`src/rtl/sprite_compositor_if.sv`:
```
// Texel lookup bus between the compositor and the active animation frame memory.
// The memory answers combinationally from the address it is given.
interface sprite_compositor_if;
   logic [7:0]  ram_addr_x;
   logic [7:0]  ram_addr_y;
   logic [15:0] ram_data;

   modport master (
      output ram_addr_x,
      output ram_addr_y,
      input  ram_data
   );

   modport slave (
      input  ram_addr_x,
      input  ram_addr_y,
      output ram_data
   );
endinterface

```
`src/rtl/sprite_compositor.sv`:
```
// Two-stage pixel pipeline: raster counters -> texel address, then binary-alpha
// composite of the returned ARGB4444 texel over the background, syncs delayed to match.
module sprite_compositor #(
   parameter int SPR_W      = 128,
   parameter int SPR_H      = 128,
   parameter int LATCH_LINE = 480
) (
   input  logic                        clk,
   input  logic                        rst,
   input  logic                        pix_en,
   input  logic [9:0]                  h_cnt,
   input  logic [9:0]                  v_cnt,
   input  logic                        video_valid,
   input  logic                        hsync_in,
   input  logic                        vsync_in,
   input  logic [9:0]                  sprite_x,
   input  logic [9:0]                  sprite_y,
   input  logic [1:0]                  scale_sel,
   input  logic                        flip_x,
   input  logic [11:0]                 bg_rgb,
   sprite_compositor_if.master         mem,
   output logic [11:0]                 vga_rgb,
   output logic                        hsync_out,
   output logic                        vsync_out,
   output logic                        hit
);

   localparam logic [11:0] WIN_W_BASE = 12'(SPR_W);
   localparam logic [11:0] WIN_H_BASE = 12'(SPR_H);
   localparam logic [7:0]  TX_LAST    = 8'(SPR_W - 1);
   localparam logic [9:0]  LATCH_V    = 10'(LATCH_LINE);

   function automatic logic [1:0] shift_of_scale(input logic [1:0] sel);
      logic [1:0] sh;
      case (sel)
         2'd0:    sh = 2'd0;
         2'd1:    sh = 2'd1;
         default: sh = 2'd2;
      endcase
      return sh;
   endfunction

   logic [9:0]  sx_q, sx_d;
   logic [9:0]  sy_q, sy_d;
   logic [1:0]  ssc_q, ssc_d;
   logic        sflip_q, sflip_d;

   logic [7:0]  addr_x_q, addr_x_d;
   logic [7:0]  addr_y_q, addr_y_d;
   logic        in_win_q, in_win_d;
   logic        valid_q, valid_d;
   logic        hs_q, hs_d;
   logic        vs_q, vs_d;
   logic [11:0] bg_q, bg_d;

   logic [11:0] rgb_q, rgb_d;
   logic        hit_q, hit_d;
   logic        hso_q, hso_d;
   logic        vso_q, vso_d;

   logic        latch_s;
   logic [10:0] dx_s;
   logic [10:0] dy_s;
   logic [11:0] win_w_s;
   logic [11:0] win_h_s;
   logic        in_win_s;
   logic [7:0]  tx_s;
   logic [7:0]  ty_s;
   logic        opaque_s;

   // Shadow copy of position/scale/flip, refreshed only on the first blanking line.
   always_comb begin
      latch_s = pix_en && (h_cnt == 10'd0) && (v_cnt == LATCH_V);
      sx_d    = sx_q;
      sy_d    = sy_q;
      ssc_d   = ssc_q;
      sflip_d = sflip_q;
      if (latch_s) begin
         sx_d    = sprite_x;
         sy_d    = sprite_y;
         ssc_d   = shift_of_scale(scale_sel);
         sflip_d = flip_x;
      end else begin
         sx_d    = sx_q;
         sy_d    = sy_q;
         ssc_d   = ssc_q;
         sflip_d = sflip_q;
      end
   end

   // Stage 1: window test and texel address; 11/12-bit compares rule out wrap-around.
   always_comb begin
      dx_s     = {1'b0, h_cnt} - {1'b0, sx_q};
      dy_s     = {1'b0, v_cnt} - {1'b0, sy_q};
      win_w_s  = WIN_W_BASE << ssc_q;
      win_h_s  = WIN_H_BASE << ssc_q;
      in_win_s = video_valid
               && (h_cnt >= sx_q)
               && (v_cnt >= sy_q)
               && ({1'b0, dx_s} < win_w_s)
               && ({1'b0, dy_s} < win_h_s);
      tx_s     = 8'(dx_s >> ssc_q);
      ty_s     = 8'(dy_s >> ssc_q);

      addr_x_d = addr_x_q;
      addr_y_d = addr_y_q;
      in_win_d = in_win_q;
      valid_d  = valid_q;
      hs_d     = hs_q;
      vs_d     = vs_q;
      bg_d     = bg_q;
      if (pix_en) begin
         if (in_win_s) begin
            addr_x_d = sflip_q ? (TX_LAST - tx_s) : tx_s;
            addr_y_d = ty_s;
         end else begin
            addr_x_d = 8'd0;
            addr_y_d = 8'd0;
         end
         in_win_d = in_win_s;
         valid_d  = video_valid;
         hs_d     = hsync_in;
         vs_d     = vsync_in;
         bg_d     = bg_rgb;
      end else begin
         addr_x_d = addr_x_q;
         addr_y_d = addr_y_q;
      end
   end

   // Stage 2: any nonzero alpha nibble is fully opaque, zero is fully transparent.
   always_comb begin
      opaque_s = in_win_q && (mem.ram_data[15:12] != 4'd0);
      rgb_d    = rgb_q;
      hit_d    = hit_q;
      hso_d    = hso_q;
      vso_d    = vso_q;
      if (pix_en) begin
         if (!valid_q) begin
            rgb_d = 12'd0;
            hit_d = 1'b0;
         end else if (opaque_s) begin
            rgb_d = mem.ram_data[11:0];
            hit_d = 1'b1;
         end else begin
            rgb_d = bg_q;
            hit_d = 1'b0;
         end
         hso_d = hs_q;
         vso_d = vs_q;
      end else begin
         rgb_d = rgb_q;
         hit_d = hit_q;
      end
   end

   // Shadow registers.
   always_ff @(posedge clk or negedge rst) begin
      if (!rst) begin
         sx_q    <= 10'd0;
         sy_q    <= 10'd0;
         ssc_q   <= 2'd0;
         sflip_q <= 1'b0;
      end else begin
         sx_q    <= sx_d;
         sy_q    <= sy_d;
         ssc_q   <= ssc_d;
         sflip_q <= sflip_d;
      end
   end

   // Stage 1 registers.
   always_ff @(posedge clk or negedge rst) begin
      if (!rst) begin
         addr_x_q <= 8'd0;
         addr_y_q <= 8'd0;
         in_win_q <= 1'b0;
         valid_q  <= 1'b0;
         hs_q     <= 1'b0;
         vs_q     <= 1'b0;
         bg_q     <= 12'd0;
      end else begin
         addr_x_q <= addr_x_d;
         addr_y_q <= addr_y_d;
         in_win_q <= in_win_d;
         valid_q  <= valid_d;
         hs_q     <= hs_d;
         vs_q     <= vs_d;
         bg_q     <= bg_d;
      end
   end

   // Stage 2 (output) registers.
   always_ff @(posedge clk or negedge rst) begin
      if (!rst) begin
         rgb_q <= 12'd0;
         hit_q <= 1'b0;
         hso_q <= 1'b0;
         vso_q <= 1'b0;
      end else begin
         rgb_q <= rgb_d;
         hit_q <= hit_d;
         hso_q <= hso_d;
         vso_q <= vso_d;
      end
   end

   assign mem.ram_addr_x = addr_x_q;
   assign mem.ram_addr_y = addr_y_q;
   assign vga_rgb        = rgb_q;
   assign hit            = hit_q;
   assign hsync_out      = hso_q;
   assign vsync_out      = vso_q;

endmodule

```
`src/flat_wrapper.sv`:
```
// flat-port wrapper written by rule: the top's interface ports become plain ports
module sprite_compositor_flat 
#(
   parameter int SPR_W      = 128,
   parameter int SPR_H      = 128,
   parameter int LATCH_LINE = 480
)
  (clk, rst, pix_en, h_cnt, v_cnt, video_valid, hsync_in, vsync_in, sprite_x, sprite_y, scale_sel, flip_x, bg_rgb, vga_rgb, hsync_out, vsync_out, hit, mem_ram_addr_x, mem_ram_addr_y, mem_ram_data);
  sprite_compositor_if mem_i ();
  input  logic clk;
  input  logic rst;
  input  logic pix_en;
  input  logic [9:0] h_cnt;
  input  logic [9:0] v_cnt;
  input  logic video_valid;
  input  logic hsync_in;
  input  logic vsync_in;
  input  logic [9:0] sprite_x;
  input  logic [9:0] sprite_y;
  input  logic [1:0] scale_sel;
  input  logic flip_x;
  input  logic [11:0] bg_rgb;
  output logic [11:0] vga_rgb;
  output logic hsync_out;
  output logic vsync_out;
  output logic hit;
  output wire logic [$bits(mem_i.ram_addr_x)-1:0] mem_ram_addr_x;
  output wire logic [$bits(mem_i.ram_addr_y)-1:0] mem_ram_addr_y;
  input wire logic [$bits(mem_i.ram_data)-1:0] mem_ram_data;
  assign mem_ram_addr_x = mem_i.ram_addr_x;
  assign mem_ram_addr_y = mem_i.ram_addr_y;
  assign mem_i.ram_data = mem_ram_data;
  sprite_compositor #(.SPR_W(SPR_W), .SPR_H(SPR_H), .LATCH_LINE(LATCH_LINE)) u_core (.clk(clk), .rst(rst), .pix_en(pix_en), .h_cnt(h_cnt), .v_cnt(v_cnt), .video_valid(video_valid), .hsync_in(hsync_in), .vsync_in(vsync_in), .sprite_x(sprite_x), .sprite_y(sprite_y), .scale_sel(scale_sel), .flip_x(flip_x), .bg_rgb(bg_rgb), .mem(mem_i), .vga_rgb(vga_rgb), .hsync_out(hsync_out), .vsync_out(vsync_out), .hit(hit));
endmodule
```
`config.mk`:
```
export PLATFORM = sky130hd
export DESIGN_NAME = sprite_compositor_flat
export DESIGN_NICKNAME = d
export VERILOG_FILES = /design/src/rtl/sprite_compositor_if.sv /design/src/rtl/sprite_compositor.sv /design/src/flat_wrapper.sv
export SDC_FILE = /design/constraint.sdc
export NUM_CORES = 1
export LEC_CHECK = 0
export BUFFER_PORTS_ARGS = -buffer_cell sky130_fd_sc_hd__buf_2
export CORE_UTILIZATION = 36
export DETAILED_ROUTE_END_ITERATION = 10
export PLACE_DENSITY = 0.6
export SYNTH_ARGS = -nofsm -noshare
export SYNTH_HDL_FRONTEND = slang
export SYNTH_SLANG_ARGS = --single-unit
export TNS_END_PERCENT = 50
```
`constraint.sdc`:
```
create_clock -name clk -period 4.7 [get_ports clk]
set_input_delay 0.235 -clock clk [delete_from_list [all_inputs] [get_ports clk]]
set_output_delay 0.235 -clock clk [all_outputs]
set_load 0.01 [all_outputs]
```
==> out/metrics.csv <==
metric;value;unit
worstHoldPathType;primary input to async pin;
yosys-top-cells-area;dfrtp_1 (39%), ha_1 (7.7%), mux2_2 (5.0%), inv_1 (4.8%), mux2i_1 (4.4%);
die_area;13100;um^2
dr.pass1.iters;4;
r2r_start;u_core.sy_q[1]$_DFFE_PN0P_;
io_buffer_count;107;
power.leakage;2.74;nW
rr_worst_depth;14;
power.total;1.58;mW
worstMarginPinSlew;1.15;ns
antenna_found_initial;0;
outcome;completed;
period_needed;3.99;ns
timing.slew.headroom;23.3;%
r2r_setup_slack;0.71;ns
htreeDepth;3;
synth_most_common_cell;dfrtp_1;
cp_data_required_time;4.93;ns
vias;3892;
ys_ff_latch;70;
power.density;284;nW/um^2
worst-path-max-fanout;16;
drc;0;
cp.arrival;4.22;ns
cts-resized-gates;0;
io_pins;108;
grt_pass1_vias;3892;
place.gp.congestion;0.860;
drive_above_1_share;27.6;%
clock-sinks;70;
post_cts_buffers;0;
path_clk_slew;0.06;ns
fin_skew;0.00543;ns
nNetsFinal;690;
timing.rr.end;u_core.mem.ram_addr_y[5]$_DFFE_PN0P_;
initial_utilization;37.3;%
drt_wl_total;11.3;mm
synthDistinctLibCells;62;
clock_latency;0.34;ns
drtIter0Drc;254;
period_share;84.9;%
yosysWarnings;0;
syn_avg_cell_area;9.39;um^2
antennaDiodeCount;0;
netlist.area_leader.share;38.6;%
vias_per_cell;5.15;
grt_pass1_wl;19.0;mm
path_class;flop to flop;
area_delta_synth_final;22.8;%
grt_remaining_overflow;0;
num_rows;40;
grt_max_degree;71;
synth_edf_count;0;
die_h;114;um
root_buffer;clkbuf_16;
finalSetupViolCount;0;
worst_setup_path_start_kind;flop;
maxSlewViolCount;0;
wire_per_inst;15.0;um
max_freq;251;MHz
track_usage;18.7;%
ctsLongestPathBuffers;2;
numCtsBuffers;9;
synthTopCellsByCount;dfrtp_1 (70), inv_1 (58), nand2_1 (41);
coreArea;12200;um^2
cts_tree;built;
synth_area_leader_cell;dfrtp_1;
synth.yosys.seq_area_share;38.6;%
hpwl;8.44;mm
whs;0.0901;ns
synth_cells;483;
postCtsHoldBufs;0;
ant_nets;0;
synthArstFlopShare;100;%
fin_tns_setup;0;ns
endpoint_kind;flop;
ir_drop;0.175;mV
max_cap_violations;0;
synthFlopType;dfrtp_1;
synth.net_count;590;
finalHoldViolations;0;
rsz0062_at_grt;no;
syn_area;4540;um^2
die_w;114;um
-- sequential cells by signal, indices dropped and copies added, names as in the netlist --
register / flops
u_core.mem.ram_addr_x: 8
u_core.vga_rgb: 12
u_core.sy_q: 10
u_core.hsync_out: 1
u_core.sflip_q: 1
u_core.in_win_q: 1
u_core.sx_q: 10
u_core.vsync_out: 1
u_core.hit: 1
u_core.valid_q: 1
u_core.vs_q: 1
u_core.ssc_q: 2
u_core.bg_q: 12
u_core.mem.ram_addr_y: 8
u_core.hs_q: 1
-- where the power goes --
| group | internal (mW) | switching [mW] |
|---|---|---|
| clock | 0.476 | 0.257 |
| sequential | 0.630 | 0.0133 |
| combinational | 0.0954 | 0.111 |
| total | 1.20 | 0.381 |
-- through the flow --
step | utilization (%) | cells | setup WS (ns) | area, um^2
finish | 45.8 | 755 | 0.709 | 5570
global route | 45.8 | 755 | 0.324 | 5570
CTS | 45.8 | 755 | 0.713 | 5570
detailed placement | 43.1 | 740 | 0.747 | 5250
global placement | 43.1 | 740 | 0.963 | 5250
floorplan | - | 483 | 1.51 | 4540
-- placed cells by master (no fill, tap or decap), types with 3 or more instances in the layout --
| cell type | instances |
|---|---|
| buf_2 | 107 |
| dfrtp_1 | 70 |
| inv_1 | 58 |
| nand2_1 | 41 |
| o21ai_0 | 36 |
| ha_1 | 28 |
| o22ai_1 | 27 |
| nor2_1 | 25 |
| mux2i_1 | 20 |
| mux2_2 | 20 |
| a21oi_1 | 16 |
| xnor2_1 | 11 |
| xor2_1 | 9 |
| clkbuf_16 | 9 |
| nand3_1 | 7 |
| o211ai_1 | 6 |
| nand4_1 | 6 |
| buf_4 | 6 |
| a211oi_1 | 4 |
| a21o_1 | 4 |
| nand2b_1 | 4 |
| nor2b_1 | 3 |
| o21a_1 | 3 |
| o21ai_1 | 3 |
| nor4bb_1 | 3 |
| nor4_1 | 3 |
| mux4_2 | 3 |
-- layout make-up --
type,instances,area [um^2]
clock buffers,10,239
repair buffers,113,581
flip-flops and latches,70,1750
inverters,58,218
multi-input cells,331,2490
well taps,168,210
fillers,1217,6590
clock inverters,5,83.8
-- cell families (layout without fill, tap and decap cells) --
family	Yosys count	after routing	synth area share, %
muxes	43	43	10.9
buffers and inverters	82	186	6.92
adders and majority gates	30	30	8.60
DFF	70	70	38.6
and+or+nand+nor	108	108	11.6
xor gates and xnor gates	20	20	3.86
AOI/OAI and AO/OA	130	130	19.6
-- worst max-delay path by stage --
stage	start	end	slack, ns	cells past startpoint
2_1_floorplan	u_core.sy_q[0]$_DFFE_PN0P_	u_core.mem.ram_addr_y[4]$_DFFE_PN0P_	1.51	16
3_3_place_gp	h_cnt[0]	u_core.mem.ram_addr_y[5]$_DFFE_PN0P_	0.96	17
3_5_place_dp	u_core.sy_q[1]$_DFFE_PN0P_	u_core.mem.ram_addr_y[5]$_DFFE_PN0P_	0.75	14
4_1_cts	u_core.sy_q[1]$_DFFE_PN0P_	u_core.mem.ram_addr_y[5]$_DFFE_PN0P_	0.71	14
5_1_grt	u_core.sy_q[1]$_DFFE_PN0P_	u_core.mem.ram_addr_y[5]$_DFFE_PN0P_	0.32	14
6_report	u_core.sy_q[1]$_DFFE_PN0P_	u_core.mem.ram_addr_y[5]$_DFFE_PN0P_	0.71	14
-- critical path, stage by stage, from the launching register on --
cell and delay, ns:
dfrtp_1 0.35, inv_1 0.11, ha_1 0.26, nor2b_1 0.15, o31a_1 0.28, o41ai_2 0.40
o21ai_0 0.19, xor2_1 0.30, ha_1 0.32, a21oi_1 0.15, nand2_1 0.08, a211oi_1 0.27
o31a_1 0.24, nand2_1 0.36, o311ai_1 0.42
-- routing by layer --
| layer | vias up | GRT usage, % | part of all wire (%) |
|---|---|---|---|
| li1 | 1920 | - | - |
| met1 | 1847 | 26.2 | 50 |
| met2 | 116 | 27.8 | 45 |
| met3 | 9 | 3.60 | 4.5 |
| met4 | 0 | 8.48 | 1.2 |
| met5 | - | 0 | 0 |
Power figures use the tool's default switching activity.
